## config.mk

```make
export PLATFORM = sky130hd
export DESIGN_NAME = window_hash_scheduler
export DESIGN_NICKNAME = d
export VERILOG_FILES = /design/src/rtl/lsh_pkg.sv /design/src/rtl/window_shift_reg.sv /design/src/rtl/window_hash_scheduler.sv
export SDC_FILE = /design/constraint.sdc
export NUM_CORES = 1
export LEC_CHECK = 0
export ABC_AREA = 1
export BUFFER_PORTS_ARGS = -buffer_cell sky130_fd_sc_hd__buf_4
export CAP_MARGIN = 10
export CORE_AREA = 2 2 210 212
export CTS_CLUSTER_SIZE = 24
export DETAILED_ROUTE_END_ITERATION = 10
export DIE_AREA = 0 0 212 214
export PLACE_DENSITY = 0.75
export REMOVE_ABC_BUFFERS = 1
export SLEW_MARGIN = 20
export SYNTH_ARGS = -nofsm -noshare
export SYNTH_HDL_FRONTEND = slang
export SYNTH_HIERARCHICAL = 1
export SYNTH_SLANG_ARGS = --single-unit
export TNS_END_PERCENT = 1
```

## constraint.sdc

```tcl
create_clock -name clk -period 8.3 [get_ports clk]
set_clock_uncertainty 0.05 [all_clocks]
set_input_delay 0.83 -clock clk [delete_from_list [all_inputs] [get_ports clk]]
set_output_delay 0.83 -clock clk [all_outputs]
set_load 0.02 [all_outputs]
```

## src/rtl/lsh_pkg.sv

```systemverilog
// Shared types, state encoding and default sizes for the LSH window hashing pipeline.
package lsh_pkg;
    localparam int unsigned DEFAULT_SKETCH_SIZE         = 16;
    localparam int unsigned DEFAULT_LOG2_NUM_OF_BUCKETS = 8;
    localparam int unsigned DEFAULT_WINDOW_SIZE         = 128;
    localparam int unsigned DEFAULT_WINDOW_STRIDE       = 64;
    localparam int unsigned BASE_W                      = 2;
    localparam int unsigned INDEX_W                     = 16;
    localparam int unsigned STAT_W                      = 32;

    typedef logic [BASE_W-1:0] base_t;
    typedef logic [DEFAULT_LOG2_NUM_OF_BUCKETS-1:0] bucket_t;

    typedef enum logic [1:0] {
        ST_IDLE = 2'd0,
        ST_FILL = 2'd1,
        ST_HASH = 2'd2
    } sched_state_t;

    // Saturating increment for statistics counters.
    function automatic logic [STAT_W-1:0] sat_inc(input logic [STAT_W-1:0] v);
        return (v == '1) ? v : v + STAT_W'(1);
    endfunction
endpackage

```

## src/rtl/window_shift_reg.sv

```systemverilog
// Base window shift register: index 0 holds the oldest base, new bases enter at the top.
module window_shift_reg
    import lsh_pkg::*;
#(
    parameter int unsigned DEPTH = DEFAULT_WINDOW_SIZE
) (
    input  logic                    clk,
    input  logic                    reset,
    input  logic                    clear,
    input  logic                    shift,
    input  logic [BASE_W-1:0]       din,
    output logic [BASE_W*DEPTH-1:0] window
);
    always_ff @(posedge clk or posedge reset) begin
        if (reset) begin
            window <= '0;
        end else if (clear) begin
            window <= '0;
        end else if (shift) begin
            window <= {din, window[BASE_W*DEPTH-1:BASE_W]};
        end
    end
endmodule

```

## src/rtl/window_hash_scheduler.sv

```systemverilog
// Sequences the window hasher over a base stream and buffers each sketch for the consumer.
// Optional statistics counters are enabled with WINDOW_HASH_SCHED_STATS_EN.
module window_hash_scheduler
    import lsh_pkg::*;
#(
    parameter int unsigned SKETCH_SIZE         = DEFAULT_SKETCH_SIZE,
    parameter int unsigned LOG2_NUM_OF_BUCKETS = DEFAULT_LOG2_NUM_OF_BUCKETS,
    parameter int unsigned WINDOW_SIZE         = DEFAULT_WINDOW_SIZE,
    parameter int unsigned WINDOW_STRIDE       = DEFAULT_WINDOW_STRIDE
) (
    input  logic                                       clk,
    input  logic                                       reset,
    input  logic                                       seq_start,
    input  logic                                       base_valid,
    input  logic [BASE_W-1:0]                          base,
    output logic                                       base_ready,
    output logic [BASE_W*WINDOW_SIZE-1:0]              window,
    output logic                                       ready_for_hashing,
    input  logic [LOG2_NUM_OF_BUCKETS*SKETCH_SIZE-1:0] hashedSketch,
    input  logic                                       hashing_is_done,
    output logic                                       sketch_valid,
    input  logic                                       sketch_ready,
    output logic [LOG2_NUM_OF_BUCKETS*SKETCH_SIZE-1:0] sketch_out,
    output logic [INDEX_W-1:0]                         window_index
`ifdef WINDOW_HASH_SCHED_STATS_EN
    ,
    output logic [STAT_W-1:0]                          stat_sketches,
    output logic [STAT_W-1:0]                          stat_stall_cycles
`endif
);
    localparam int unsigned CNT_W = $clog2(WINDOW_SIZE + 1);
    localparam logic [CNT_W-1:0] FULL_CNT   = CNT_W'(WINDOW_SIZE);
    localparam logic [CNT_W-1:0] STRIDE_CNT = CNT_W'(WINDOW_STRIDE);

    sched_state_t       state;
    logic [CNT_W-1:0]   fill_cnt;
    logic [CNT_W-1:0]   target;
    logic [CNT_W-1:0]   cnt_inc;
    logic [INDEX_W-1:0] next_idx;
    logic               restart_pend;
    logic               accept;
    logic               slot_free;
    logic               count_met;
    logic               hash_done;
    logic               win_clear;

    assign count_met  = (fill_cnt == target);
    assign cnt_inc    = fill_cnt + CNT_W'(1);
    assign slot_free  = !sketch_valid || sketch_ready;
    // A restart in the same cycle as an offered base wins, so the base is refused.
    assign base_ready = (state == ST_FILL) && !count_met && !seq_start;
    assign accept     = base_valid && base_ready;
    assign hash_done  = (state == ST_HASH) && hashing_is_done;
    assign win_clear  = (seq_start && (state != ST_HASH)) ||
                        (hash_done && (restart_pend || seq_start));

    window_shift_reg #(
        .DEPTH (WINDOW_SIZE)
    ) u_shift (
        .clk    (clk),
        .reset  (reset),
        .clear  (win_clear),
        .shift  (accept),
        .din    (base),
        .window (window)
    );

    // Sequencing FSM, fill counters and the output sketch slot.
    always_ff @(posedge clk or posedge reset) begin
        if (reset) begin
            state             <= ST_IDLE;
            fill_cnt          <= '0;
            target            <= '0;
            next_idx          <= '0;
            restart_pend      <= 1'b0;
            ready_for_hashing <= 1'b0;
            sketch_valid      <= 1'b0;
            sketch_out        <= '0;
            window_index      <= '0;
        end else begin
            if (sketch_valid && sketch_ready) begin
                sketch_valid <= 1'b0;
            end
            case (state)
                ST_IDLE: begin
                    if (seq_start) begin
                        state    <= ST_FILL;
                        fill_cnt <= '0;
                        target   <= FULL_CNT;
                        next_idx <= '0;
                    end
                end
                ST_FILL: begin
                    if (seq_start) begin
                        fill_cnt <= '0;
                        target   <= FULL_CNT;
                        next_idx <= '0;
                    end else if (accept) begin
                        fill_cnt <= cnt_inc;
                        if ((cnt_inc == target) && slot_free) begin
                            state             <= ST_HASH;
                            ready_for_hashing <= 1'b1;
                        end
                    end else if (count_met && slot_free) begin
                        state             <= ST_HASH;
                        ready_for_hashing <= 1'b1;
                    end
                end
                ST_HASH: begin
                    if (seq_start) begin
                        restart_pend <= 1'b1;
                    end
                    if (hashing_is_done) begin
                        state             <= ST_FILL;
                        ready_for_hashing <= 1'b0;
                        sketch_out        <= hashedSketch;
                        sketch_valid      <= 1'b1;
                        window_index      <= next_idx;
                        fill_cnt          <= '0;
                        // A restart requested during hashing takes effect on return to FILL.
                        if (restart_pend || seq_start) begin
                            next_idx     <= '0;
                            target       <= FULL_CNT;
                            restart_pend <= 1'b0;
                        end else begin
                            next_idx <= next_idx + INDEX_W'(1);
                            target   <= STRIDE_CNT;
                        end
                    end
                end
                default: begin
                    state             <= ST_IDLE;
                    ready_for_hashing <= 1'b0;
                end
            endcase
        end
    end

`ifdef WINDOW_HASH_SCHED_STATS_EN
    // Saturating statistics, cleared at the start of every sequence.
    always_ff @(posedge clk or posedge reset) begin
        if (reset) begin
            stat_sketches     <= '0;
            stat_stall_cycles <= '0;
        end else if (seq_start) begin
            stat_sketches     <= '0;
            stat_stall_cycles <= '0;
        end else begin
            if (sketch_valid && sketch_ready) begin
                stat_sketches <= sat_inc(stat_sketches);
            end
            if (base_valid && !base_ready) begin
                stat_stall_cycles <= sat_inc(stat_stall_cycles);
            end
        end
    end
`endif
endmodule

```

==> out/qor.yml <==
endpoint: "u_shift/window[239]"
crit_required_ns: 8.76
rsz0062_at_grt: "false"
worstPathArrival_ns: 3.91
cpPeakStageDelay_ns: 0.94
hp-class: "primary input to async pin"
clkLatencyLatePin_ns: 0.57
cts_resized: 0
post_cts_buffers: 0
grt_pass1_wl_mm: 79.5
fin_crit_ns: 3.46
critPathLaunchType: "register"
syn-mean-instance-area_um2: 8.94
r2r_cells: 8
rows: 76
rr_startpoint: "state[1]"
slew_headroom_pct: 27.6
path_clk_slew_ns: 0.06
status: "finished clean"
clock_path_buffers: 3
setup_tns_ns: 0
numCtsBuffers: 46
finalMaxSlewViolations: 0
crit_chain: "nand2_2 -> nor2_4 -> inv_4 -> a21oi_1 -> inv_6 -> buf_4 -> nand3_1 -> nand2_1"
final_nets: 2570
regArea_um2: 10800
synth_top_family_by_area: "simple AND/OR/NAND/NOR gates"
antenna_found_initial: 1
antenna_left: 0
power_density_nw_per_um2: 281
tightest_slew_ns: 1.09
layout_commonest_cell: "nand2_1"
synth_seq_cells: 431
root_buffer: "clkbuf_16"
die_x_um: 212
cts_hold_buffers: 0
syn2layout_area_growth_pct: 31.7
final_cell_mix: "nand2_1 (973), buf_4 (546), dfrtp_1 (431)"
path_class: "register to register"
viasPerCell: 4.90
synth_fa_ha_area_share_pct: 0.215
cp_slowest_cell: "buf_4"
htreeDepth: 2
ys_types: 27
synth_compound_area_share_pct: 1.38
timing.reg2reg.setup_slack_ns: 4.84
end_kind: "register"
grt_use_total_pct: 22.1
avgRoutedWirePerCell_um: 16.8
drive_above_1_share_pct: 25.7
cts_tree: "yes"
cp.depth: 8
setup_viol: 0
post-dp-hpwl_mm: 34.6
setup_slack_ns: 4.84
dp_worst_setup_slack_ns: 4.32
drt_iter0_markers: 1360
crit_path_start: "state[1]"
synth_cells: 1952
critical_path.top_delay_family: "buffers and inverters"
vias: 14957
synthMuxAreaShare_pct: 0
route.detailed.drc: 0
total_leakage_power_nw: 13.1
die_y_um: 214
max_freq_mhz: 289
core_um2: 42900
synth-simple-area-share_pct: 30.5
r2r_end: "u_shift/window[239]"
ys_seq_area_share_pct: 61.8
clock-sinks: 431
drv_cap: 0
grt_pass1_vias: 14116
start_util_pct: 40.7
syn-cell-area_um2: 17400
min_period_over_period_pct: 41.6
yosys_warnings: 6
ir_drop_mv: 0.152
gp_congestion: 0.946
nFillCells: 3789
synthXorXnorAreaFrac_pct: 0.100
cp_max_fo: 111
design.die.area_um2: 45400
grt_max_degree: 257
multiInputGateArea_um2: 5620
hold_viol_final: 0
routed_wl_mm: 51.3
numPortBuffers: 538
path_buf_inv: 3
top_level_ports: 539
globalRouteOverflowTotal: 0
drt_pass1_iterations: 5
[worst register-to-register path, cell delays in order, from the launching register on]
cell     delay (ns)
dfrtp_1        0.40
nand2_2        0.16
nor2_4         0.06
inv_4          0.46
a21oi_1        0.40
inv_6          0.52
buf_4          0.99
nand3_1        0.22
nand2_1        0.13
[logic make-up (layout without fill, tap and decap cells)]
| kind of cell | Yosys count | in the layout |
|---|---|---|
| compound gates | 45 | 45 |
| xor+xnor | 2 | 2 |
| fa+ha+maj | 3 | 3 |
| simple gates | 1304 | 1304 |
| flops | 431 | 431 |
| buf+inv | 167 | 680 |
| other cells | 0 | 1 |
[state kept, by name, summed over array words and instances, names as in the netlist]
| signal | flops |
|---|---|
| state | 2 |
| sketch_valid | 1 |
| u_shift/window | 256 |
| window_index | 16 |
| restart_pend | 1 |
| fill_cnt | 8 |
| sketch_out | 128 |
| ready_for_hashing | 1 |
| target | 2 |
| next_idx | 16 |
[layout make-up]
class	count	area share, %
Clock buffer	69	5.78
Sequential cell	431	46.9
Multi-Input combinational cell	1354	24.4
Inverter	49	0.920
Tap cell	585	3.19
Clock inverter	13	0.626
Antenna cell	1	0.0109
Timing Repair Buffer	549	18.1
[power by group]
group / internal [W] / switching, W
Sequential: 0.00244 / 0.000192
Combinational: 0.000628 / 0.00118
Clock: 0.00117 / 0.000842
[synthesized netlist by cell type, drive strengths merged]
| library cell | number | area, µm² |
|---|---|---|
| a21oi | 13 | 76.3 |
| nor4 | 1 | 6.26 |
| nand3 | 277 | 1390 |
| o22ai | 1 | 6.26 |
| buf | 106 | 817 |
| or2 | 1 | 6.26 |
| nand2 | 976 | 3670 |
| inv | 49 | 184 |
| xor2 | 2 | 17.5 |
| o21ai | 30 | 150 |
| nand4 | 3 | 18.8 |
| a211oi | 1 | 7.51 |
| nor3 | 13 | 65.1 |
| clkbuf | 12 | 45.0 |
| ha | 3 | 37.5 |
| nor2 | 33 | 168 |
| dfrtp | 431 | 10800 |
[stage by stage]
stage / utilization [%] / hold slack (ns) / instances / cell area, µm² / power, W
2_1_floorplan: - / 0.406 / 1834 / 16600 / 0.00360
3_3_place_gp: 50.1 / 0.405 / 2967 / 21500 / 0.00443
3_5_place_dp: 50.1 / 0.409 / 2967 / 21500 / 0.00447
4_1_cts: 53.5 / 0.373 / 3049 / 22900 / 0.00650
5_1_grt: 53.6 / 0.397 / 3051 / 23000 / 0.00676
6_report: 53.6 / 0.397 / 3051 / 23000 / 0.00645
[metal layers]
metal  routed length [µm]  global-route usage, %  up-vias  share of wire [%]
met5                    0                      0        -                  0
met4                 2550                   11.5        0                5.0
met3                 3540                   5.23      142                6.9
met2                24400                   35.1      549                 48
met1                20800                   28.1     7194                 41
li1                     -                      -     7072                  -
[worst min path at each step]
| stage | endpoint | slack [ns] | from | cells past startpoint |
|---|---|---|---|---|
| after floorplan | next_idx[7] | 0.41 | next_idx[7] | 1 |
| after global placement | sketch_out[80] | 0.41 | sketch_out[80] | 2 |
| after detailed placement | sketch_out[40] | 0.41 | sketch_out[40] | 2 |
| after CTS | sketch_out[54] | 0.37 | hashedSketch[54] | 3 |
| after global routing | sketch_out[21] | 0.40 | hashedSketch[21] | 3 |
| final | u_shift/window[206] | 0.40 | reset | 2 |
No activity file was read; power rests on OpenSTA's default activity.
